<file path="src/rtl/uart_boot_ctrl.sv">
// rtl/uart_boot_ctrl.sv - UART boot loader: frames an image from RX FIFO into imem, acks on TX FIFO
module uart_boot_ctrl #(
    parameter int unsigned IMEM_WORDS  = 256,
    parameter logic [7:0]  MAGIC       = 8'hA5,
    parameter int unsigned TIMEOUT_CYC = 100000,
    parameter logic [7:0]  ACK_BYTE    = 8'h06,
    parameter logic [7:0]  NAK_BYTE    = 8'h15
) (
    input  logic        clk_i,
    input  logic        rst_ni,
    input  logic        boot_req_i,
    input  logic        rx_fifo_empty_i,
    input  logic [7:0]  rx_fifo_data_i,
    output logic        rx_fifo_rd_o,
    input  logic        tx_fifo_full_i,
    output logic        tx_fifo_wr_o,
    output logic [7:0]  tx_fifo_data_o,
    output logic        imem_we_o,
    output logic [31:0] imem_addr_o,
    output logic [31:0] imem_wdata_o,
    output logic        core_hold_o,
    output logic        boot_done_o,
    output logic        boot_err_o
);

    localparam int WIDX_W = $clog2(IMEM_WORDS) + 1;
    localparam int IDLE_W = $clog2(TIMEOUT_CYC + 1);

    typedef enum logic [3:0] {
        S_SYNC, S_CNT0, S_CNT1, S_DATA, S_CSUM, S_ACK, S_NAK, S_DONE, S_ERR
    } state_e;

    state_e              state_q, state_d;
    logic [7:0]          cnt_lo_q, cnt_lo_d;
    logic [15:0]         cnt_q, cnt_d;
    logic [1:0]          byte_idx_q, byte_idx_d;
    logic [WIDX_W-1:0]   word_idx_q, word_idx_d;
    logic [23:0]         wdata_q, wdata_d;
    logic [7:0]          csum_q, csum_d;
    logic [IDLE_W-1:0]   idle_q, idle_d;
    logic                imem_we_q, imem_we_d;
    logic [31:0]         imem_addr_q, imem_addr_d;
    logic [31:0]         imem_wdata_q, imem_wdata_d;
    logic                boot_err_q, boot_err_d;

    logic        receiving;
    logic        timed_state;
    logic        pop;
    logic        timeout;
    logic [15:0] n_val;

    // Nothing is popped while reset is asserted, even though the state reads SYNC.
    assign receiving   = (state_q inside {S_SYNC, S_CNT0, S_CNT1, S_DATA, S_CSUM, S_ERR});
    assign timed_state = (state_q inside {S_CNT0, S_CNT1, S_DATA, S_CSUM});
    assign pop         = rst_ni && receiving && !rx_fifo_empty_i;
    assign timeout     = timed_state && !pop && (idle_q == IDLE_W'(TIMEOUT_CYC - 1));
    assign n_val       = {rx_fifo_data_i, cnt_lo_q};

    always_ff @(posedge clk_i or negedge rst_ni) begin
        if (!rst_ni) begin
            state_q      <= S_SYNC;
            cnt_lo_q     <= '0;
            cnt_q        <= '0;
            byte_idx_q   <= '0;
            word_idx_q   <= '0;
            wdata_q      <= '0;
            csum_q       <= '0;
            idle_q       <= '0;
            imem_we_q    <= 1'b0;
            imem_addr_q  <= '0;
            imem_wdata_q <= '0;
            boot_err_q   <= 1'b0;
        end else begin
            state_q      <= state_d;
            cnt_lo_q     <= cnt_lo_d;
            cnt_q        <= cnt_d;
            byte_idx_q   <= byte_idx_d;
            word_idx_q   <= word_idx_d;
            wdata_q      <= wdata_d;
            csum_q       <= csum_d;
            idle_q       <= idle_d;
            imem_we_q    <= imem_we_d;
            imem_addr_q  <= imem_addr_d;
            imem_wdata_q <= imem_wdata_d;
            boot_err_q   <= boot_err_d;
        end
    end

    always_comb begin
        state_d      = state_q;
        cnt_lo_d     = cnt_lo_q;
        cnt_d        = cnt_q;
        byte_idx_d   = byte_idx_q;
        word_idx_d   = word_idx_q;
        wdata_d      = wdata_q;
        csum_d       = csum_q;
        idle_d       = '0;
        imem_we_d    = 1'b0;
        imem_addr_d  = imem_addr_q;
        imem_wdata_d = imem_wdata_q;
        boot_err_d   = boot_err_q;

        if (timed_state) begin
            idle_d = pop ? '0 : idle_q + 1'b1;
        end

        case (state_q)
            S_SYNC: begin
                cnt_lo_d   = '0;
                cnt_d      = '0;
                byte_idx_d = '0;
                word_idx_d = '0;
                wdata_d    = '0;
                csum_d     = '0;
                if (pop && rx_fifo_data_i == MAGIC) begin
                    state_d    = S_CNT0;
                    boot_err_d = 1'b0;
                end
            end
            S_CNT0: begin
                if (pop) begin
                    cnt_lo_d = rx_fifo_data_i;
                    state_d  = S_CNT1;
                end
            end
            S_CNT1: begin
                if (pop) begin
                    cnt_d = n_val;
                    if (n_val == 16'd0 || n_val > 16'(IMEM_WORDS)) begin
                        state_d = S_NAK;
                    end else begin
                        state_d = S_DATA;
                    end
                end
            end
            S_DATA: begin
                if (pop) begin
                    csum_d     = csum_q ^ rx_fifo_data_i;
                    byte_idx_d = byte_idx_q + 2'd1;
                    case (byte_idx_q)
                        2'd0: wdata_d[7:0]   = rx_fifo_data_i;
                        2'd1: wdata_d[15:8]  = rx_fifo_data_i;
                        2'd2: wdata_d[23:16] = rx_fifo_data_i;
                        default: begin
                            imem_we_d    = 1'b1;
                            imem_addr_d  = 32'({word_idx_q, 2'b00});
                            imem_wdata_d = {rx_fifo_data_i, wdata_q};
                            word_idx_d   = word_idx_q + 1'b1;
                            if (16'(word_idx_q) == cnt_q - 16'd1) begin
                                state_d = S_CSUM;
                            end
                        end
                    endcase
                end
            end
            S_CSUM: begin
                if (pop) begin
                    state_d = (rx_fifo_data_i == csum_q) ? S_ACK : S_NAK;
                end
            end
            S_ACK: begin
                if (!tx_fifo_full_i) begin
                    state_d = S_DONE;
                end
            end
            S_NAK: begin
                if (!tx_fifo_full_i) begin
                    state_d    = S_ERR;
                    boot_err_d = 1'b1;
                end
            end
            S_DONE: begin
                if (boot_req_i) begin
                    state_d = S_SYNC;
                end
            end
            S_ERR: begin
                if (boot_req_i || (pop && rx_fifo_data_i == MAGIC)) begin
                    state_d = S_SYNC;
                end
            end
            default: state_d = S_SYNC;
        endcase

        if (timeout) begin
            state_d = S_NAK;
        end
    end

    assign rx_fifo_rd_o   = pop;
    assign tx_fifo_wr_o   = (state_q == S_ACK || state_q == S_NAK) && !tx_fifo_full_i;
    assign tx_fifo_data_o = (state_q == S_ACK) ? ACK_BYTE :
                            (state_q == S_NAK) ? NAK_BYTE : 8'h00;
    assign imem_we_o      = imem_we_q;
    assign imem_addr_o    = imem_addr_q;
    assign imem_wdata_o   = imem_wdata_q;
    assign core_hold_o    = (state_q != S_DONE);
    assign boot_done_o    = (state_q == S_DONE);
    assign boot_err_o     = boot_err_q;

endmodule

</file>
<file path="config.mk">
export PLATFORM = sky130hd
export DESIGN_NAME = uart_boot_ctrl
export DESIGN_NICKNAME = d
export VERILOG_FILES = /design/src/rtl/uart_boot_ctrl.sv
export SDC_FILE = /design/constraint.sdc
export NUM_CORES = 1
export LEC_CHECK = 0
export ABC_CLOCK_PERIOD_IN_PS = 2200
export CAP_MARGIN = 0
export CORE_ASPECT_RATIO = 1.5
export CORE_MARGIN = 4
export CORE_UTILIZATION = 38
export CTS_BUF_LIST = sky130_fd_sc_hd__clkbuf_8 sky130_fd_sc_hd__clkbuf_16
export DETAILED_ROUTE_END_ITERATION = 7
export PLACE_DENSITY_LB_ADDON = 0.3
export SETUP_SLACK_MARGIN = 0.05
export SYNTH_ARGS = -nofsm -noshare
export SYNTH_HDL_FRONTEND = slang
export SYNTH_SLANG_ARGS = --single-unit
</file>
<file path="constraint.sdc">
create_clock -name clk_i -period 2.2 [get_ports clk_i]
set_input_delay 0.33 -clock clk_i [delete_from_list [all_inputs] [get_ports clk_i]]
set_output_delay 0.33 -clock clk_i [all_outputs]
set_load 0.01 [all_outputs]
</file>
* Word-level counts from Yosys, hierarchy flattened *
Index checks and enable logic that the tools add are counted.

operators by class
  add/subtract/negate cells = 4
  $mul = 0
  div/mod/pow operators = 0
  magnitude comparators = 1
  equal/unequal tests = 35
  shift-type cells = 0
  mux-type cells = 41
  bitwise operators = 2
  reductions and logical operators = 32

operators with widths
  operator                                                         number
  2-to-1 mux 4 bit                                                 12
  case mux 24 bit (2 select lines)                                 1
  2-to-1 mux 8 bit                                                 5
  case mux 4 bit (9 select lines)                                  1
  2-to-1 mux 17 bit                                                2
  case mux 16 bit (2 select lines)                                 1
  case mux 8 bit (2 select lines)                                  2
  2-to-1 mux 24 bit                                                1
  != test 3 bit (second input constant)                            7
  2-to-1 mux 9 bit                                                 2
  case mux 9 bit (2 select lines)                                  1
  AND reduction 3 bit                                              6
  adder 17 x 1 -> 17 bit (second input constant)                   1
  equality test 17 bit (second input constant)                     1
  equality test 4 x 3 -> 1 bit (second input constant)             4
  equality test 9 x 16 -> 1 bit                                    1
  greater-than comparator 16 x 9 -> 1 bit (second input constant)  1
  logical NOT 16 bit                                               1
  2-to-1 mux 16 bit                                                1
  subtractor 16 x 1 -> 16 bit (second input constant)              1
  != test 3 x 2 -> 1 bit (second input constant)                   4
  AND reduction 11 bit                                             1
  2-to-1 mux 5 bit                                                 2
  != test 2 bit (second input constant)                            5
  other kinds (28)                                                 51

storage, ports and cells
  flip-flop bits (word level) = 131
  bits in latches = 0
  bits in writable memories = 0
  memory bits (read-only) = 0
  input port bits = 13
  output and inout bits = 78
  word-level logic and storage cells = 129
  memories kept = 0

* Longest topological paths before layout *
  word-level depth = 9
  depth in mapped cells = 9
  mapped depth without buffers = 9

* Worst setup path before layout *
No wires, ideal clock.

  kind = reg-to-reg
  start point = register cnt_q[0]
  end point = register state_q[1]
  arrival = 2183 ps
  data required time = 2068 ps
  setup slack = -115 ps
  stages on the path, launching flop included = 10
  period minus slack after synthesis = 2315 ps
  cells stage by stage = dfrtp_1 -> inv_1 -> ha_1 -> nor3b_4 -> xnor2_1 -> mux2_4 -> a211oi_2 -> a31oi_1 -> o21ai_1 -> or3b_1

between the ends
  word-level cells in the longest chain between the ends = 4

ends and longest elaborated chain
  what                                     line  source
  start, declared                          35    logic [15:0] cnt_q, cnt_d;
  start signal, assigned                   76    cnt_q <= cnt_d;
  subtractor 16 x 1 -> 16 bit              149   if (16'(word_idx_q) == cnt_q - 16'd1) begin
  equality test 9 x 16 -> 1 bit            149
  != test 3 x 2 -> 1 bit (no source line)  n/a
  AND reduction 11 bit (no source line)    n/a
  end signal, assigned                     74    state_q <= state_d;
  end, declared                            33    state_e state_q, state_d;

Every way passes these cells.
A chain may end at the register's enable or synchronous reset.

* Worst setup path in the final report *
  start point = register cnt_q[1]
  end point = register state_q[1]

Same word-level chain as after synthesis.

==> summary.md <==
| Metric | Value |
|---|---|
| Row count | 57 |
| CP Cell Sequence | inv_1 > ha_2 > nor3b_4 > xnor2_1 > mux2_4 > a211oi_4 > a31oi_4 > o21ai_1 > or3b_1 |
| Distinct cells, synth | 60 |
| Status | complete, but fails checks |
| Crit path setup slack, layout | -0.215 ns |
| WS Path Type | flop to flop |
| Largest net degree at the start of global routing | 73 |
| Iter 0 DRT Violations | 252 |
| Sw frac | 35.1% |
| FF+latch count, synth | 131 |
| Overflow after GRT | 0 |
| Pint | 0.00577 W |
| GRT Util Overall | 16.5% |
| Placed Area | 0.00749 mm² |
| Max Clk Rate | 414 MHz |
| Routed wire length | 15200 µm |
| Vias in the first global route | 4979 |
| Antenna violations before repair | 0 |
| R2r worst-path depth | 9 |
| Flop pwr share | 33.4% |
| Failing checks | negative setup slack |
| CTS HTree Levels | 4 |
| Worst skew pair latency | 0.41 ns |
| Die area | 0.0188 mm² |
| Worst EP required | 2.49 ns |
| Root buffer cell | clkbuf_16 |
| Tot Pwr | 0.00889 W |
| CTS clock-pin slew for the worst setup and hold paths | 0.06 ns |
| EDFF count, synth | 0 |
| I/O pin total | 91 |
| Worst Hold Class | primary input to async pin |
| CTS tree | built |
| Ys async rst share | 100% |
| Post-route cell area | 0.00823 mm² |
| Final Setup Violations | 1 |
| Crit-path leading delay family | compound AO/OA/AOI/OAI gates |
| Share of cells above drive strength 1 | 21.8% |
| Final ANT Viol Nets | 0 |
| Die width | 113 µm |
| Vias | 4834 |
| Starting Density | 39.0% |
| Clock buffer depth | 2 |
| R2r endpoint | state_q[1] |
| Relative slew margins | 39.4% |
| CP peak stage delay | 0.42 ns |
| Syn-to-layout area delta | 29.9% |
| Startpoint Class | flop |
| Leak | 3.79 nW |
| Hold-fix buffers, CTS | 0 |
| Core area | 0.0163 mm² |
| Crit Path Max Fanout | 3 |
| Clk pwr share | 33.3% |
| Post-synth top area share | 51.7% |
| Unrepaired setup endpoints after global routing | true |
| PortBufs | 63 |
| Yosys warnings | 0 |
| Global-route wire length before repair | 25200 µm |
| R2r setup slk | -0.22 ns |
| Tmin final | 2.42 ns |
| Post-Syn Instances | 634 |
| DRC violations left | 0 |
| Worst-Margin Slew | 0.909 ns |
| Ranking of synthesized cells by area | dfrtp_1, nand2_1, o21ai_0, mux2_2, buf_4 |
| Nets | 772 |
| Setup Skew | 0.00726 ns |
| Pwr dens | 1080 mW/mm² |
| Psw | 0.00312 W |
| Wirelength per Cell | 15.6 µm |
| Crit end category | flop |
| Cell area after synthesis | 0.00633 mm² |
| Crit path buffers/inverters | 1 |
| Max cap viols | 0 |
| Die Span Y | 166 µm |
| Critical-path top delay cell | dfrtp_1 |
| Top FF cell, synth | dfrtp_1 |
| Antenna cells | 0 |
| Reg-to-Reg Start | cnt_q[1] |
| Comb power frac | 33.3% |
| TritonCTS buffer count | 17 |
| Sequential share of the synthesized area | 51.7% |
| Synth area leader | dfrtp_1 |
| Syn_area_per_cell | 9.99 µm² |
| Final period utilization | 110% |
| CP arrival | 2.70 ns |
| Post-DP HPWL | 11000 µm |
| Drt pass-1 iters | 4 |
| Max Slew Vio Count | 0 |
| RePlAce Congestion | 0.829 |
| Vias per cell | 4.98 |
| Final hold vios | 0 |
| VDD IR max | 616 µV |
| Sink Count | 131 |
## how the worst max path moves through the flow
stage                     depth (start not counted)         end         startpoint  slack (ns)
final                                             9  state_q[1]           cnt_q[1]       -0.22
after global routing                              9  state_q[1]           cnt_q[1]       -0.34
after CTS                                        10  state_q[1]           cnt_q[1]       -0.21
after detailed placement                         11  state_q[1]           cnt_q[1]       -0.29
after global placement                            9  state_q[1]  rx_fifo_data_i[7]       -0.25
after floorplan                                   9  state_q[1]           cnt_q[0]       -0.06
## cells in the mapped netlist (2+ instances only)
| library cell | n |
|---|---|
| nor2_1 | 34 |
| dfrtp_1 | 131 |
| clkbuf_8 | 3 |
| nand2b_1 | 2 |
| nand3_1 | 20 |
| and3_1 | 5 |
| a21oi_1 | 17 |
| xnor2_1 | 13 |
| mux2_2 | 31 |
| o21ai_0 | 76 |
| xor2_1 | 22 |
| a21o_1 | 3 |
| nor4_1 | 5 |
| nand4_1 | 10 |
| or4_1 | 2 |
| o41ai_1 | 2 |
| buf_4 | 28 |
| clkbuf_1 | 21 |
| o21ai_1 | 2 |
| o211ai_1 | 3 |
| nor2b_1 | 3 |
| nand2_1 | 107 |
| mux2_1 | 9 |
| buf_2 | 6 |
| o21bai_1 | 4 |
| nor3_1 | 9 |
| inv_1 | 21 |
| a211oi_1 | 2 |
| a31oi_1 | 2 |
| or3_1 | 5 |
| ha_1 | 7 |
## sequential cells by signal, indices dropped and copies added, names as in the netlist
name	count
boot_err_o	1
byte_idx_q	2
cnt_lo_q	8
cnt_q	16
csum_q	8
idle_q	17
imem_addr_o	9
imem_wdata_o	32
imem_we_o	1
state_q	4
wdata_q	24
word_idx_q	9
## cell usage in the layout (no fill, tap or decap), drive strengths merged, types with 22 or more instances in the layout
cell type	instances
inv	28
xor2	22
o21ai	78
nor2	35
dfrtp	131
conb	27
buf	69
nand2	108
mux2	41
clkdlybuf4s50	54
## stage by stage
stage / setup WS (ns) / cells / utilization (%) / TNS (ns) / hold WS (ns)
finish: -0.215 / 971 / 50.6 / -0.215 / 0.101
global route: -0.338 / 971 / 50.6 / -0.538 / 0.168
CTS: -0.211 / 970 / 50.2 / -0.211 / 0.124
detailed placement: -0.291 / 935 / 46.0 / -4.51 / 0.466
global placement: -0.247 / 935 / 46.0 / -3.43 / 0.463
floorplan: -0.0577 / 660 / - / -0.0577 / 0.0344
## power by group through the flow
stage          combinational (W)  sequential (W)  clock, W
6_report                 0.00296         0.00297   0.00296
5_1_grt                  0.00330         0.00301   0.00313
4_1_cts                  0.00290         0.00296   0.00303
3_5_place_dp             0.00281         0.00300         0
3_3_place_gp             0.00274         0.00298         0
2_1_floorplan            0.00180         0.00293         0
## worst reg2reg max path: cells and delay by family (launching register included)
kind | cells | cell delay (ns)
mux | 1 | 0.34
buf+inv | 1 | 0.07
flops | 1 | 0.42
compound gates | 3 | 0.53
simple gates | 2 | 0.50
xor+xnor | 1 | 0.25
fa+ha+maj | 1 | 0.19
## area by class of cell
class	instances	area (µm²)
fill	1536	8030
sequential	131	3280
multi-input combinational	450	2820
timing repair buffer	131	1170
clock buffer	17	425
tap	206	258
clock inverter	15	191
inverter	21	78.8
## metal layers
layer  global-route usage, %  wire [µm]  vias to the layer above
li1                        -          -                     2347
met1                    20.5       6400                     2353
met2                    28.0       7710                      110
met3                    3.14        622                       24
met4                    7.11        445                        0
met5                       0          0                        -
## logic make-up (layout without fill, tap and decap cells)
group | count (synthesis) | in the layout | synth area share (%)
simple gates | 217 | 217 | 16.4
flops | 131 | 131 | 51.7
compound gates | 122 | 122 | 11.2
buf+inv | 79 | 184 | 6.93
mux | 42 | 42 | 7.51
xor+xnor | 35 | 35 | 4.84
fa+ha+maj | 7 | 7 | 1.38
other cells | 1 | 27 | 0.0592
## timing repair
| item | in CTS | in global routing |
|---|---|---|
| setup endpoints to repair | 25 | 72 |
| buffers inserted | 3 | 2 |
| resized for setup | 20 | 13 |
| pin swaps | 3 | 3 |
Note: power is estimated with default switching activity, not from simulation.
==> variant 1, RTL diff (config.mk and constraints unchanged) <==
`IMEM_WORDS`: 256 -> 512.
--- a/src/rtl/uart_boot_ctrl.sv
+++ b/src/rtl/uart_boot_ctrl.sv
@@ -1,5 +1,5 @@
 // rtl/uart_boot_ctrl.sv - UART boot loader: frames an image from RX FIFO into imem, acks on TX FIFO
 module uart_boot_ctrl #(
-    parameter int unsigned IMEM_WORDS  = 256,
+    parameter int unsigned IMEM_WORDS  = 512,
     parameter logic [7:0]  MAGIC       = 8'hA5,
     parameter int unsigned TIMEOUT_CYC = 100000,
Formal check against the unedited RTL: not equivalent (a bounded check fails within 4 cycles, from zero or initial values and one cycle with rst_ni low).
==> variant 1 against the unedited design <==
- the run still ends with negative setup slack left
- largest cell class unchanged
- cell area up 7.3%
- power up 1.9%
- worst hold slack better by 0.050 ns
- via count up 16%
- synthesized area up 3.8%
- combinational power up 4%
- sequential cell count up 2
- critical path depth up 1
- worst setup slack worse by 0.056 ns
- first-iteration DRC count up 47%
- routed wire length up 10%
- sequential share of layout area down 2.1 points
==> variant 1: results (changes against the unedited design) <==
{| class="wikitable"
! Metric !! Value
|-
| Outcome || finished, violations left
|-
| Failing checks || negative setup slack
|-
| Share of cell area taken by multi-input logic gates || 35.1% (+0.87 points)
|-
| Synthesized-area fraction occupied by xor and xnor cells || 4.13% (-0.71 points)
|-
| Sequential fraction of total cell area || 37.8% (-2.1 points)
|-
| Final-layout worst hold slack || 0.151 ns (+0.0497 ns)
|-
| Minimum setup slack in the final design || -0.271 ns (-0.0557 ns)
|-
| Top cells by area, synth || sky130_fd_sc_hd__dfrtp_1, sky130_fd_sc_hd__nand2_1, sky130_fd_sc_hd__o21ai_0
|-
| Worst reg-to-reg path cell count || 10 (+1)
|-
| Aggregate routed wire length || 16700 um (+10%)
|-
| Share of the synthesized area in the top cell type || 50.6% (-1.1 points)
|-
| Number of distinct library cell variants in the gate-level netlist after synthesis || 59 (-1.7%)
|-
| Nonclk inv count || 19 (-9.5%)
|-
| Seq group || 3.02 mW (+2%)
|-
| Post-Synthesis Mean Instance Area || 8.60 sq um (-14%)
|-
| CP delay by family, top || simple AND/OR/NAND/NOR gates
|-
| Routability cong. || 0.912 (+9.9%)
|-
| IO buf count || 64 (+1.6%)
|-
| Post-synthesis compound-gate area fraction || 10.6% (-0.59 points)
|-
| Count of plain and timing-repair buffers || 167 (+27%)
|-
| Overall fraction of global-route tracks in use || 17.9% (+1.3 points)
|-
| Final Skew || 0.00897 ns (+0.00171 ns)
|-
| Final setup violation count || 6 (+5)
|-
| Pre-CTS setup slack || -0.384 ns (-0.0935 ns)
|-
| Synthesized flop and latch total || 133 (+1.5%)
|-
| Slowest cell on the critical path || sky130_fd_sc_hd__or4_4
|-
| Data arrival time of the critical path || 2.77 ns (+0.07 ns)
|-
| Wire length of the first global-routing pass || 27700 um (+10%)
|-
| Area of the placeable core || 16900 sq um (+4.0%)
|-
| Met1 routed wirelength after detailed routing || 6890 um (+7.6%)
|-
| Count of non-filler cells in the finished layout || 1131 (+16%)
|-
| Fin area || 8820 sq um (+7.3%)
|-
| Buffer share of cell area || 16.5% (+2.2 points)
|-
| Violation count after the first detailed-routing iteration || 370 (+47%)
|-
| GR met1 Demand/Resource || 21.7% (+1.3 points)
|-
| Pwr Total || 9.06 mW (+1.9%)
|}
variant 1: cell types whose count changed after synthesis, moves of 4 or more:
cell / unedited run / this run
sky130_fd_sc_hd__nand2_1: 107 / 247
sky130_fd_sc_hd__mux2_2: 31 / 0
sky130_fd_sc_hd__o21ai_1: 2 / 20
sky130_fd_sc_hd__o21ai_0: 76 / 61
sky130_fd_sc_hd__clkbuf_1: 21 / 34
sky130_fd_sc_hd__mux2_1: 9 / 0
sky130_fd_sc_hd__nor2_1: 34 / 43
sky130_fd_sc_hd__nand4_1: 10 / 4
sky130_fd_sc_hd__nand2b_1: 2 / 7
sky130_fd_sc_hd__a21oi_1: 17 / 13
sky130_fd_sc_hd__mux2i_1: 1 / 5
sky130_fd_sc_hd__o21bai_1: 4 / 0
variant 1: repair_timing:
item,in CTS,in global routing
endpoints found under the setup margin,20,13
pin swaps,11,10
gates resized for setup,31,20
setup buffers,6,2
==> variant 2, RTL diff (same settings) <==
Without the edit above. Make the reset (`rst_ni`) synchronous in one clocked block.
--- a/src/rtl/uart_boot_ctrl.sv
+++ b/src/rtl/uart_boot_ctrl.sv
@@ -57,5 +57,5 @@
     assign n_val       = {rx_fifo_data_i, cnt_lo_q};
 
-    always_ff @(posedge clk_i or negedge rst_ni) begin
+    always_ff @(posedge clk_i) begin
         if (!rst_ni) begin
             state_q      <= S_SYNC;
Behaviour: differs if rst_ni is asserted again (counterexample within 4 cycles, from zero or initial values and one cycle with rst_ni low); with rst_ni held inactive, the same outputs for 10 cycles.
==> variant 2 against the unedited design <==
- core utilization up 0.66 points
- worst setup slack better by 0.28 ns
- worst hold slack better by 0.33 ns
- routed wire length up 6.1%
- synthesized area down 3.7%
- sequential cell count unchanged
- cell area down 2.2%
Power is not compared: it rests on default switching activity, and its combinational part moved more than twofold at a synthesized area within 25%.
==> variant 2: results (changes against the unedited design) <==
{| class="wikitable"
! Metric !! Value
|-
| Violation count after the first detailed-routing iteration || 243 (-3.6%)
|-
| Top cells by area, synth || sky130_fd_sc_hd__dfxtp_1, sky130_fd_sc_hd__a21oi_1, sky130_fd_sc_hd__nand2_1
|-
| Outcome || finished, final reports clean
|-
| Count of plain and timing-repair buffers || 138 (+5.3%)
|-
| Multi-input comb cells || 575 (+28%)
|-
| List of most frequent post-synthesis cells || sky130_fd_sc_hd__dfxtp_1, sky130_fd_sc_hd__nand2_1, sky130_fd_sc_hd__nor2_1, sky130_fd_sc_hd__a21oi_1, sky130_fd_sc_hd__nand3_1
|-
| Aggregate routed wire length || 16100 um (+6.1%)
|-
| Pre-CTS setup slack || -0.212 ns (+0.0789 ns)
|-
| Number of cells upsized or downsized after cts || 15 (-25%)
|-
| Hold/Removal Path Class || flop to flop
|-
| Data arrival time of the critical path || 2.44 ns (-0.26 ns)
|-
| Footprint of the multi-input gates || 3200 sq um (+14%)
|-
| Count of filler cells inserted in the layout || 1543 (+0.46%)
|-
| Number of standard cells after synthesis || 761 (+20%)
|-
| Routability cong. || 0.912 (+10%)
|-
| Detail Placement HPWL || 11600 um (+5.5%)
|-
| Critical register-to-register path startpoint || cnt_q[0]
|-
| Buffer share of cell area || 15.8% (+1.6 points)
|-
| Final net count || 893 (+16%)
|-
| Overall fraction of global-route tracks in use || 18.2% (+1.7 points)
|-
| Fin area || 8040 sq um (-2.2%)
|-
| DR vias || 5494 (+14%)
|-
| Number of distinct library cell variants in the gate-level netlist after synthesis || 71 (+18%)
|-
| Met2 Track Usage GR || 33.6% (+5.6 points)
|-
| Seq/Total Area, Yosys || 43.0% (-8.8 points)
|-
| Register-to-register setup slack || 0.06 ns (+0.28 ns)
|-
| Placed cell area || 7290 sq um (-2.6%)
|}
[variant 2: changes by cell type after synthesis, sizes merged, moves of 8 or more]
cell / before / now
nand3: 20 / 36
o21ai: 78 / 9
dfxtp: 0 / 131
mux2: 41 / 5
a21oi: 17 / 104
nor2: 35 / 106
dfrtp: 131 / 0
inv: 21 / 10
a22oi: 0 / 8
nand2b: 2 / 12
nand2: 108 / 129
clkbuf: 24 / 34
[variant 2: critical path, cell delays in order (launching register included)]
cell	delay, ns
sky130_fd_sc_hd__dfxtp_2	0.32
sky130_fd_sc_hd__inv_2	0.06
sky130_fd_sc_hd__ha_4	0.13
sky130_fd_sc_hd__or4b_4	0.48
sky130_fd_sc_hd__o31a_1	0.28
sky130_fd_sc_hd__o311ai_4	0.32
sky130_fd_sc_hd__nor4b_4	0.07
sky130_fd_sc_hd__buf_4	0.17
sky130_fd_sc_hd__o211a_1	0.19
[variant 2: logic make-up after synthesis]
| family | after synthesis | share of synthesized area, % |
|---|---|---|
| adders and majority gates | 7 | 1.44 |
| buffers and inverters | 81 | 7.18 |
| xor gates and xnor gates | 38 | 5.45 |
| and+or+nand+nor | 346 | 26.9 |
| other | 1 | 0.0615 |
| DFF | 131 | 43.0 |
| AOI/OAI and AO/OA | 150 | 14.8 |
| muxes | 7 | 1.25 |
[variant 2: worst max-delay path by stage]
stage | start | to | slack (ns) | cells after the start
after floorplan | cnt_q[0] | state_q[2] | 0.12 | 7
after global placement | rx_fifo_data_i[1] | state_q[2] | -0.23 | 8
after detailed placement | rx_fifo_data_i[1] | state_q[2] | -0.21 | 8
after CTS | state_q[0] | tx_fifo_wr_o | 0.008 | 6
after global routing | cnt_q[0] | state_q[2] | -0.01 | 10
final | cnt_q[0] | state_q[2] | 0.06 | 8
